## config.mk

```make
export PLATFORM = sky130hd
export DESIGN_NAME = slow_ch_rx_dma
export DESIGN_NICKNAME = d
export VERILOG_FILES = /design/src/rtl/slow_ch_rx_dma.sv
export SDC_FILE = /design/constraint.sdc
export NUM_CORES = 1
export LEC_CHECK = 0
export CAP_MARGIN = 20
export CORE_MARGIN = 2
export CORE_UTILIZATION = 25
export CTS_CLUSTER_DIAMETER = 120
export DETAILED_ROUTE_END_ITERATION = 16
export DONT_BUFFER_PORTS = 1
export SKIP_CTS_REPAIR_TIMING = 1
export SLEW_MARGIN = 20
export SYNTH_ARGS = -nofsm -noshare
export SYNTH_HDL_FRONTEND = slang
export SYNTH_SLANG_ARGS = --single-unit
```

## constraint.sdc

```tcl
create_clock -name clk -period 2.75 [get_ports clk]
set_clock_uncertainty 0.15 [all_clocks]
set_input_delay 0.4125 -clock clk [delete_from_list [all_inputs] [get_ports clk]]
set_output_delay 0.4125 -clock clk [all_outputs]
set_load 0.01 [all_outputs]
```

## src/rtl/slow_ch_rx_dma.sv

```systemverilog
// slow_ch_rx_dma: input-channel DMA for one slow channel receiver.
// Moves 64-bit receiver words into central memory at CA, stepping CA until it
// reaches CL or the sender disconnects, then raises a level interrupt.
// Ports:
//   clk, rst          clock, synchronous active-high reset
//   i_rx_full/data    receiver word available / word
//   o_rx_rd           one-cycle pop of the receiver word (combinational)
//   i_rx_int          disconnect indication from the receiver
//   i_cl_wr/i_ca_wr   CPU loads of CL / CA (CA load arms the channel)
//   i_wdata           CPU write data
//   i_clear           abort transfer, drop interrupt
//   i_int_clr         interrupt acknowledge
//   o_ca              current address readback
//   o_busy            channel armed
//   o_int, o_disc     interrupt level, interrupt caused by disconnect
//   o_mem_req/addr/data, i_mem_ack   memory write port
module slow_ch_rx_dma #(
  parameter int unsigned AW = 22
) (
  input  logic          clk,
  input  logic          rst,
  input  logic          i_rx_full,
  input  logic [63:0]   i_rx_data,
  output logic          o_rx_rd,
  input  logic          i_rx_int,
  input  logic          i_cl_wr,
  input  logic          i_ca_wr,
  input  logic [AW-1:0] i_wdata,
  input  logic          i_clear,
  input  logic          i_int_clr,
  output logic [AW-1:0] o_ca,
  output logic          o_busy,
  output logic          o_int,
  output logic          o_disc,
  output logic          o_mem_req,
  output logic [AW-1:0] o_mem_addr,
  output logic [63:0]   o_mem_data,
  input  logic          i_mem_ack
);

  typedef enum logic [1:0] {IDLE, WAIT, MREQ, DONE} state_t;

  state_t        state, state_n;
  logic [AW-1:0] ca, ca_n, cl, cl_n, addr_n, ca_inc;
  logic [63:0]   data_n;
  logic          disc_flag, disc_flag_n, disc_n;

  assign ca_inc = ca + AW'(1);
  assign o_ca   = ca;

  // Next-state, register updates and the receiver pop strobe.
  always_comb begin
    state_n     = state;
    ca_n        = ca;
    cl_n        = cl;
    addr_n      = o_mem_addr;
    data_n      = o_mem_data;
    disc_n      = o_disc;
    disc_flag_n = disc_flag | (i_rx_int && (state == WAIT || state == MREQ));
    o_rx_rd     = 1'b0;

    // CL must not move under an in-flight limit compare.
    if (i_cl_wr && state != MREQ) cl_n = i_wdata;

    case (state)
      IDLE: begin
        if (i_ca_wr) begin
          ca_n        = i_wdata;
          disc_flag_n = 1'b0;
          disc_n      = 1'b0;
          state_n     = (i_wdata == cl) ? DONE : WAIT;
        end
      end
      WAIT: begin
        // A held word is always drained before a disconnect completes.
        if (i_rx_full) begin
          addr_n  = ca;
          data_n  = i_rx_data;
          state_n = MREQ;
        end else if (disc_flag) begin
          disc_n  = 1'b1;
          state_n = DONE;
        end
      end
      MREQ: begin
        if (i_mem_ack) begin
          o_rx_rd = 1'b1;
          ca_n    = ca_inc;
          if (ca_inc == cl) begin
            disc_n  = 1'b0;
            state_n = DONE;
          end else begin
            state_n = WAIT;
          end
        end
      end
      DONE: begin
        if (i_int_clr) state_n = IDLE;
      end
      default: state_n = IDLE;
    endcase

    // Clear wins: a coincident ack is neither counted nor popped.
    if (i_clear) begin
      state_n     = IDLE;
      ca_n        = ca;
      disc_flag_n = 1'b0;
      o_rx_rd     = 1'b0;
    end
  end

  // State and output registers.
  always_ff @(posedge clk) begin
    if (rst) begin
      state      <= IDLE;
      ca         <= '0;
      cl         <= '0;
      disc_flag  <= 1'b0;
      o_disc     <= 1'b0;
      o_busy     <= 1'b0;
      o_int      <= 1'b0;
      o_mem_req  <= 1'b0;
      o_mem_addr <= '0;
      o_mem_data <= '0;
    end else begin
      state      <= state_n;
      ca         <= ca_n;
      cl         <= cl_n;
      disc_flag  <= disc_flag_n;
      o_disc     <= disc_n;
      o_busy     <= (state_n == WAIT) || (state_n == MREQ);
      o_int      <= (state_n == DONE);
      o_mem_req  <= (state_n == MREQ);
      o_mem_addr <= addr_n;
      o_mem_data <= data_n;
    end
  end

endmodule

```

==> impl_metrics.py <==
metrics = {
    "worst_setup_path": {
        "cp-start-kind": "register",
        "worstReg2RegStart": "o_ca[0]",
        "path_cells": "ha_4 > and3_4 > buf_4 > and4_1 > a311oi_2 > a21oi_1 > and4bb_1 > nand4_1 > a211oi_2 > ha_1 > nor2_1",
        "r2r_slack_ns": 0.11,
        "worst-r2r-cell-count": 11,
        "cp_max_fo": 4,
        "crit_path_end_kind": "register",
        "arrival_ns": 2.85,
        "worst_ep_required_time_ns": 2.96,
        "crit_buf_inv": 1,
        "cpPeakStageDelay_ns": 0.37,
        "reg2reg_to": "o_busy",
        "cp_top_family": "simple AND/OR/NAND/NOR gates",
        "crit_type": "reg -> reg",
        "cp_slowest_cell": "dfxtp_4",
    },
    "detailed_routing": {
        "wl_mm": 22.4,
        "drt-initial-drc-count": 568,
        "firstDrtPassIters": 5,
        "drc": 0,
        "vias_per_cell": 4.78,
        "wl_per_cell_um": 16.6,
        "vias": 6427,
        "drtAntennaViolNets": 0,
    },
    "sta": {
        "setup_viol": 0,
        "fmax_mhz": 379,
        "finalMaxSlewViolations": 0,
        "relSlewSlack_pct": 68.5,
        "hold_viol": 7,
        "fin_crit_sh_pct": 96.0,
        "rsz0062_at_grt": "yes",
        "fin_crit_ns": 2.64,
        "worstMarginPinSlew_ns": 0.472,
        "fin_hold_ws_ns": -0.0585,
    },
    "floorplanning": {
        "initial_core_util_pct": 25.5,
        "rows": 58,
        "dieWidth_um": 164,
        "ios": 208,
        "die-area_um2": 27000,
        "die_h_um": 164,
        "core_um2": 25300,
    },
    "yosys": {
        "synth.yosys.seq_area_share_pct": 42.6,
        "synth-simple-area-share_pct": 26.2,
        "synth.mux.area_fraction_pct": 0.622,
        "synthAdderAreaFrac_pct": 1.75,
        "syn_inst": 849,
        "synth_top_family_by_area": "simple AND/OR/NAND/NOR gates",
        "synthTopCellsByArea": "dfxtp_1 (43%), nand2_1 (15%), a21oi_1 (10%), xnor2_1 (4.4%), clkbuf_1 (2.7%)",
        "yosysTopAreaCell": "dfxtp_1",
        "synth.top_cell.area_share_pct": 42.6,
        "async_reset_ff_share_pct": 0,
        "yosysUniqueCellTypes": 53,
        "synthesis.nets": 953,
        "netlist_area_um2": 6440,
        "yosysWarnings": 0,
        "synth_compound_area_share_pct": 17.4,
        "ys_ff_latch": 137,
        "avgSynthCellArea_um2": 7.58,
        "synth_flop_cell": "dfxtp_1",
        "synth_edf_count": 0,
        "synth_xor_area_share_pct": 6.67,
    },
    "pwr": {
        "leakagePower_nw": 3.67,
        "finalPower_mw": 5.40,
        "vdd_drop_max_v": 0.000316,
        "p_per_area_nw_per_um2": 589,
    },
    "run_status": {
        "status": "finished with violations",
        "violations": "negative hold slack",
    },
    "global_route": {
        "grt_max_degree": 141,
        "grt_pass1_vias": 5318,
        "grt_pass1_wl_mm": 30.5,
        "grtUsageTotal_pct": 14.7,
        "gr-total-overflow": 0,
        "antenna_found_initial": 0,
    },
    "cts": {
        "cts_made_buffers": 17,
        "cts_root_buf": "clkbuf_16",
        "clk_pin_slew_worst_paths_ns": 0.06,
        "cts.path.max_buffers": 2,
        "cts_tree": "yes",
        "cts_sinks": 137,
        "h-tree-depth": 4,
        "insertion_delay_ns": 0.42,
    },
    "cells_and_area": {
        "final_common_cell": "nand2_1",
        "drive_gt1_share_pct": 11.7,
        "final_cells": 1345,
        "layout_common_cells": "nand2_1 (252), dfxtp_1 (134), a21oi_1 (132)",
        "fin_nets": 1106,
        "fillCellCount": 2607,
        "diodes": 0,
        "areaGrowthSynthToFinish_pct": 42.6,
    },
    "worst_hold_path": {
        "hold_path.class": "in -> reg",
        "min_from": "rst",
        "min_to": "o_busy",
        "hold_depth": 1,
    },
    "placed_design": {
        "io_buffer_count": 0,
        "dp_hpwl_mm": 14.6,
        "place.gp.congestion": 0.829,
        "placed_cells": 1178,
    },
    "flow_run": {
        "maxCapViolCount": 0,
    },
}
-- power breakdown --
group          internal, mW  switching (mW)
clock network          1.72           0.912
registers              2.06          0.0867
logic                 0.305           0.323
-- logic make-up (layout without fill, tap and decap cells) --
logic type / count (synthesis) / in the layout
xor+xnor: 49 / 49
flops: 137 / 137
buf+inv: 74 / 240
mux: 4 / 4
simple gates: 377 / 377
compound gates: 199 / 199
fa+ha+maj: 9 / 9
-- stage by stage --
stage / hold WS (ns) / setup WS [ns] / TNS, ns / instance area, um2 / util, %
floorplan: 0.319 / 0.0215 / 0 / 6440 / -
global route: -0.0789 / -0.0947 / -0.190 / 9180 / 36.4
detailed placement: 0.334 / -0.0844 / -0.147 / 7100 / 28.1
global placement: 0.325 / -0.0762 / -0.0853 / 7100 / 28.1
finish: -0.0585 / 0.110 / 0 / 9180 / 36.4
CTS: -0.111 / -0.100 / -0.197 / 7770 / 30.8
-- how the worst max path moves through the flow --
stage | startpoint | end | depth (start not counted)
2_1_floorplan | o_ca[0] | o_busy | 11
3_3_place_gp | o_ca[0] | o_busy | 10
3_5_place_dp | o_ca[0] | o_busy | 10
4_1_cts | o_ca[0] | o_busy | 10
5_1_grt | o_ca[11] | o_busy | 10
6_report | o_ca[0] | o_busy | 11
-- Yosys cell counts (8+ instances only) --
cell,n
nand2_1,253
dfxtp_1,137
clkbuf_1,47
nor3_1,10
nand3_1,14
o21ai_0,22
a21oi_1,132
buf_1,9
nor2_1,28
nand4_1,10
and3_1,11
and4_1,8
nor2b_1,17
inv_1,9
xnor2_1,32
xor2_1,17
ha_1,9
-- routing by layer --
| layer | GRT usage (%) | vias to the layer above | routed length [um] |
|---|---|---|---|
| met5 | 0 | - | 0 |
| met4 | 5.26 | 0 | 405 |
| met3 | 5.70 | 21 | 1930 |
| met2 | 23.1 | 210 | 10700 |
| met1 | 18.4 | 3026 | 9380 |
| li1 | - | 3170 | - |
-- area by class of cell --
type                       count  area [um2]  area share [%]
clock buffer                  23         488            5.31
tap                          330         413            4.50
sequential                   137        2750            30.0
timing repair buffer         199        1850            20.1
multi-input combinational    638        3460            37.7
inverter                       9        33.8           0.368
clock inverter                 9         184            2.00
-- registers in the layout (all words and copies together) (netlist names), 2 cells and up --
signal,count
o_mem_data,64
o_ca,22
state,2
o_mem_addr,22
cl,22
No activity file was read; power rests on OpenSTA's default activity.
